File: src/rtl/neuron_state_bank.sv
// Per-neuron state store (v, u, fired flag) for the Izhikevich update pipeline.
// One registered read port, one write-first write port, an init sweep FSM and a saturating fired counter.
module neuron_state_bank #(
  parameter int NUM_WIDTH   = 17,
  parameter int NUM_NEURONS = 16,
  parameter int TAG_BITS    = 4,
  parameter int V_INIT      = -16640,
  parameter int U_INIT      = -3328,
  parameter int CNT_BITS    = 16
) (
  input  logic                 clk,
  input  logic                 asyn_reset,
  input  logic                 init_req,
  output logic                 busy,
  input  logic                 rd_en,
  input  logic [TAG_BITS-1:0]  rd_tag,
  output logic                 rd_valid,
  output logic [NUM_WIDTH-1:0] v_out,
  output logic [NUM_WIDTH-1:0] u_out,
  output logic                 fired_out,
  input  logic                 wr_en,
  input  logic [TAG_BITS-1:0]  wr_tag,
  input  logic [NUM_WIDTH-1:0] v_new,
  input  logic [NUM_WIDTH-1:0] u_new,
  input  logic                 wr_fired,
  output logic [CNT_BITS-1:0]  fired_count,
  output logic                 state_dbg
);

  // Handshake: rd_en/wr_en are single-cycle requests with no backpressure; they are
  // accepted on any rising edge while busy=0 and dropped otherwise. rd_valid pulses
  // exactly one cycle after each accepted read.

  localparam logic [NUM_WIDTH-1:0] V_INIT_W = NUM_WIDTH'(V_INIT);
  localparam logic [NUM_WIDTH-1:0] U_INIT_W = NUM_WIDTH'(U_INIT);
  localparam logic [TAG_BITS:0]    NUM_N    = (TAG_BITS+1)'(NUM_NEURONS);
  localparam logic [TAG_BITS-1:0]  LAST_IDX = TAG_BITS'(NUM_NEURONS - 1);

  typedef enum logic {
    ST_INIT = 1'b0,
    ST_RUN  = 1'b1
  } state_t;

  state_t                state_q, state_d;
  logic [TAG_BITS-1:0]   idx_q, idx_d;
  logic                  rd_valid_q;
  logic [NUM_WIDTH-1:0]  v_out_q, u_out_q;
  logic                  fired_out_q;
  logic [CNT_BITS-1:0]   cnt_q, cnt_d;

  logic [NUM_WIDTH-1:0]  v_mem [NUM_NEURONS];
  logic [NUM_WIDTH-1:0]  u_mem [NUM_NEURONS];
  logic                  f_mem [NUM_NEURONS];

  logic                  run;
  logic                  rd_in_range, wr_in_range;
  logic                  rd_ok, wr_ok;
  logic [NUM_WIDTH-1:0]  rd_v, rd_u;
  logic                  rd_f;

  assign run         = (state_q == ST_RUN);
  assign rd_in_range = ({1'b0, rd_tag} < NUM_N);
  assign wr_in_range = ({1'b0, wr_tag} < NUM_N);
  assign rd_ok       = run && rd_en;
  assign wr_ok       = run && wr_en && wr_in_range;

  always_comb begin
    state_d = state_q;
    idx_d   = idx_q;
    case (state_q)
      ST_INIT: begin
        idx_d = idx_q + 1'b1;
        if (idx_q == LAST_IDX) begin
          state_d = ST_RUN;
          idx_d   = '0;
        end
      end
      ST_RUN: begin
        if (init_req) begin
          state_d = ST_INIT;
          idx_d   = '0;
        end
      end
      default: begin
        state_d = ST_INIT;
        idx_d   = '0;
      end
    endcase
  end

  // Out-of-range reads see the resting state; same-tag writes bypass the array.
  always_comb begin
    rd_v = V_INIT_W;
    rd_u = U_INIT_W;
    rd_f = 1'b0;
    if (rd_in_range) begin
      if (wr_ok && (wr_tag == rd_tag)) begin
        rd_v = v_new;
        rd_u = u_new;
        rd_f = wr_fired;
      end else begin
        rd_v = v_mem[rd_tag];
        rd_u = u_mem[rd_tag];
        rd_f = f_mem[rd_tag];
      end
    end
  end

  always_comb begin
    cnt_d = cnt_q;
    if (run && init_req) begin
      cnt_d = '0;
    end else if (wr_ok && wr_fired && (cnt_q != '1)) begin
      cnt_d = cnt_q + 1'b1;
    end
  end

  always_ff @(posedge clk or posedge asyn_reset) begin
    if (asyn_reset) begin
      state_q     <= ST_INIT;
      idx_q       <= '0;
      rd_valid_q  <= 1'b0;
      v_out_q     <= '0;
      u_out_q     <= '0;
      fired_out_q <= 1'b0;
      cnt_q       <= '0;
    end else begin
      state_q    <= state_d;
      idx_q      <= idx_d;
      rd_valid_q <= rd_ok;
      cnt_q      <= cnt_d;
      if (rd_ok) begin
        v_out_q     <= rd_v;
        u_out_q     <= rd_u;
        fired_out_q <= rd_f;
      end
    end
  end

  // The array has no reset; the sweep is what gives it a defined value.
  always_ff @(posedge clk) begin
    if (state_q == ST_INIT) begin
      v_mem[idx_q] <= V_INIT_W;
      u_mem[idx_q] <= U_INIT_W;
      f_mem[idx_q] <= 1'b0;
    end else if (wr_ok) begin
      v_mem[wr_tag] <= v_new;
      u_mem[wr_tag] <= u_new;
      f_mem[wr_tag] <= wr_fired;
    end
  end

  assign busy        = (state_q == ST_INIT);
  assign rd_valid    = rd_valid_q;
  assign v_out       = v_out_q;
  assign u_out       = u_out_q;
  assign fired_out   = fired_out_q;
  assign fired_count = cnt_q;
  assign state_dbg   = state_q;

endmodule

File: config.mk
export PLATFORM = sky130hd
export DESIGN_NAME = neuron_state_bank
export DESIGN_NICKNAME = d
export VERILOG_FILES = /design/src/rtl/neuron_state_bank.sv
export SDC_FILE = /design/constraint.sdc
export NUM_CORES = 1
export LEC_CHECK = 0
export ABC_AREA = 1
export BUFFER_PORTS_ARGS = -buffer_cell sky130_fd_sc_hd__buf_2
export CORE_ASPECT_RATIO = 0.75
export CORE_MARGIN = 3
export CORE_UTILIZATION = 55
export DETAILED_ROUTE_END_ITERATION = 7
export PLACE_DENSITY = 0.78
export SLEW_MARGIN = 20
export SYNTH_ARGS = -nofsm -noshare
export SYNTH_HDL_FRONTEND = slang
export SYNTH_SLANG_ARGS = --single-unit
File: constraint.sdc
create_clock -name clk -period 12.1 [get_ports clk]
set_input_delay 0.605 -clock clk [delete_from_list [all_inputs] [get_ports clk]]
set_output_delay 0.605 -clock clk [all_outputs]
set_load 0.02 [all_outputs]
==> results.sh <==
export IMPL_drtPass1Iterations=6
export IMPL_ys_seq_area_share_pct=66.1
export IMPL_netlist_cell_type_count=33
export IMPL_final_common_cell="nand2_1"
export IMPL_finalPower_uw=6190
export IMPL_worst_path_max_delay_cell="nand2_2"
export IMPL_setup_viol=0
export IMPL_port_buffers=101
export IMPL_syn_area_per_cell_um2=9.57
export IMPL_overflow=0
export IMPL_worst_skew_pair_late_latency_ns=0.63
export IMPL_die_h_um=200
export IMPL_antenna_found_initial=2
export IMPL_slew_headroom_pct=18.1
export IMPL_holdBufCountCts=0
export IMPL_drc=0
export IMPL_final_cell_count_no_fill=3637
export IMPL_mostFrequentLayoutCells="nand2_1, edfxtp_1, inv_1"
export IMPL_wirelength_um=71200
export IMPL_synthToLayoutAreaGrowth_pct=11.1
export IMPL_rsz0062_at_grt="false"
export IMPL_clk_path_buf_depth=3
export IMPL_path_clk_slew_ns=0.06
export IMPL_vdd_drop_max_uv=147
export IMPL_wl_per_cell_um=19.6
export IMPL_cts_sinks=617
export IMPL_syn_nets=2934
export IMPL_synth_top_area_cell="edfxtp_1"
export IMPL_cpPeakStageDelay_ns=0.70
export IMPL_die_w_um=265
export IMPL_num_rows=70
export IMPL_grt_max_degree=110
export IMPL_synth_ff_type="edfxtp_1"
export IMPL_crit_type="reg -> reg"
export IMPL_vias=20100
export IMPL_maxCapViolations=0
export IMPL_placed_cells=3528
export IMPL_end_kind="flop"
export IMPL_async_flop_share_pct=9.24
export IMPL_core_mm2=0.0491
export IMPL_max_freq_mhz=241
export IMPL_vias_per_cell=5.52
export IMPL_start_kind="flop"
export IMPL_cpLargestDelayFamily="simple AND/OR/NAND/NOR gates"
export IMPL_hold_viol_final=0
export IMPL_cts_tree="built"
export IMPL_die_area_mm2=0.0529
export IMPL_h_tree_depth=2
export IMPL_start_util_pct=56.2
export IMPL_crit_arrival_ns=4.71
export IMPL_power_per_cell_area_mw_per_mm2=202
export IMPL_layout_worst_path_cycle_share_pct=34.3
export IMPL_yosysTopAreaCellShare_pct=60.9
export IMPL_crit_top_cell="nand2_1"
export IMPL_synth_seq_cells=617
export IMPL_cts_resized_gates=0
export IMPL_grt_use_total_pct=26.9
export IMPL_cp_required_ns=12.66
export IMPL_grt_pass1_wl_um=109000
export IMPL_slew_viol_final=0
export IMPL_yosys_warnings=0
export IMPL_gp_congestion=0.841
export IMPL_ios=102
export IMPL_synth_enable_flop_cells=560
export IMPL_cts_made_buffers=58
export IMPL_drive_gt1_share_pct=8.53
export IMPL_hpwlAfterDp_um=38600
export IMPL_diodes=0
export IMPL_drt_antenna_violating_nets=0
export IMPL_period_needed_ns=4.15
export IMPL_synth_cells=2884
export IMPL_drtIter0Drc=2462
export IMPL_hold_path_class="in -> async"
export IMPL_mappedNetlistArea_mm2=0.0276
export IMPL_clock_skew_ns=0.0161
export IMPL_cts_setup_buffers=0
export IMPL_synth_area_top_cells="edfxtp_1, nand2_1, nand3_1"
export IMPL_leakagePower_uw=0.0140
export IMPL_path_buf_inv=1
export IMPL_fin_setup_tns_ns=0
export IMPL_status="complete, no violations"
export IMPL_path_cells="nand2_2 -> inv_2 -> nand2_1 -> nand2_1 -> nand2_1 -> nand2_2 -> nor2_8 -> nand2_4 -> nand2_1 -> nand3_1 -> nand2_1"
export IMPL_tightest_slew_ns=1.23
export IMPL_fin_nets=2990
export IMPL_grt_pass1_vias=19500
export IMPL_worstPathMaxFanout=36
export IMPL_cts_root_buf="clkbuf_16"
-- final cells by class --
cell class	count	area, um2
multi-input cells	1572	6790
clock inverters	30	304
clock buffers	79	1650
flip-flops and latches	617	18200
well taps	648	811
repair buffers	133	769
fillers	3675	18500
inverters	558	2100
-- metrics by stage --
step	worst slack (ns)	util [%]	area, um2	hold WS (ns)
final	7.95	62.4	30700	0.244
after global routing	7.78	62.4	30700	0.296
after CTS	8.11	62.4	30700	0.257
after detailed placement	7.77	58.4	28700	0.460
after global placement	7.50	58.4	28700	0.462
after floorplan	8.02	-	27600	0.527
-- flip-flops by register name (all words and copies together) (netlist names) --
| name | cells |
|---|---|
| fired_count | 16 |
| fired_out | 1 |
| rd_valid | 1 |
| state_dbg | 1 |
| u_mem | 272 |
| f_mem | 16 |
| v_mem | 272 |
| v_out | 17 |
| u_out | 17 |
| idx_q | 4 |
-- where the power goes --
part / switching, uW / internal (uW)
Combinational: 1080 / 296
Sequential: 125 / 2830
Clock: 796 / 1060
-- worst min-delay path, cell delays in order --
cell and delay, ns:
buf_2 0.10, inv_2 0.03, buf_4 0.69
-- layer usage --
layer  track usage (%)  share of wire (%)  vias to the layer above
met3              5.73                 11                      207
met1              36.9                 40                     9421
met4              11.5                3.9                        0
met2              42.2                 45                     1212
met5                 0                  0                        -
li1                  -                  -                     9252
-- cells in the mapped netlist (3+ instances only) --
cell type	instances
buf_1	22
o21ai_0	11
nand3_1	481
inv_2	4
xor2_1	8
dfrtp_1	57
edfxtp_1	560
nand2_1	990
buf_2	38
nor3_1	12
inv_1	551
nor2_1	47
nand4_1	4
buf_6	3
clkinv_1	3
clkbuf_1	73
-- final timing paths --
path	startpoint	to	slack, ns	depth (start not counted)
max reg2reg	state_dbg	v_out[7]	7.95	11
min in group clk	init_req	idx_q[2]	0.28	4
max	state_dbg	v_out[7]	7.95	11
min reg2reg	v_out[15]	v_out[15]	0.48	2
max in group asynchronous	asyn_reset	u_out[8]	11.17	3
min	asyn_reset	v_out[6]	0.24	3
-- logic make-up after synthesis --
kind of cell	count (synthesis)	synth area share [%]
simple gates	1544	23.5
buf+inv	695	9.72
flops	617	66.1
compound gates	18	0.363
xor+xnor	8	0.254
fa+ha+maj	2	0.0907
Note: power is estimated with default switching activity, not from simulation.
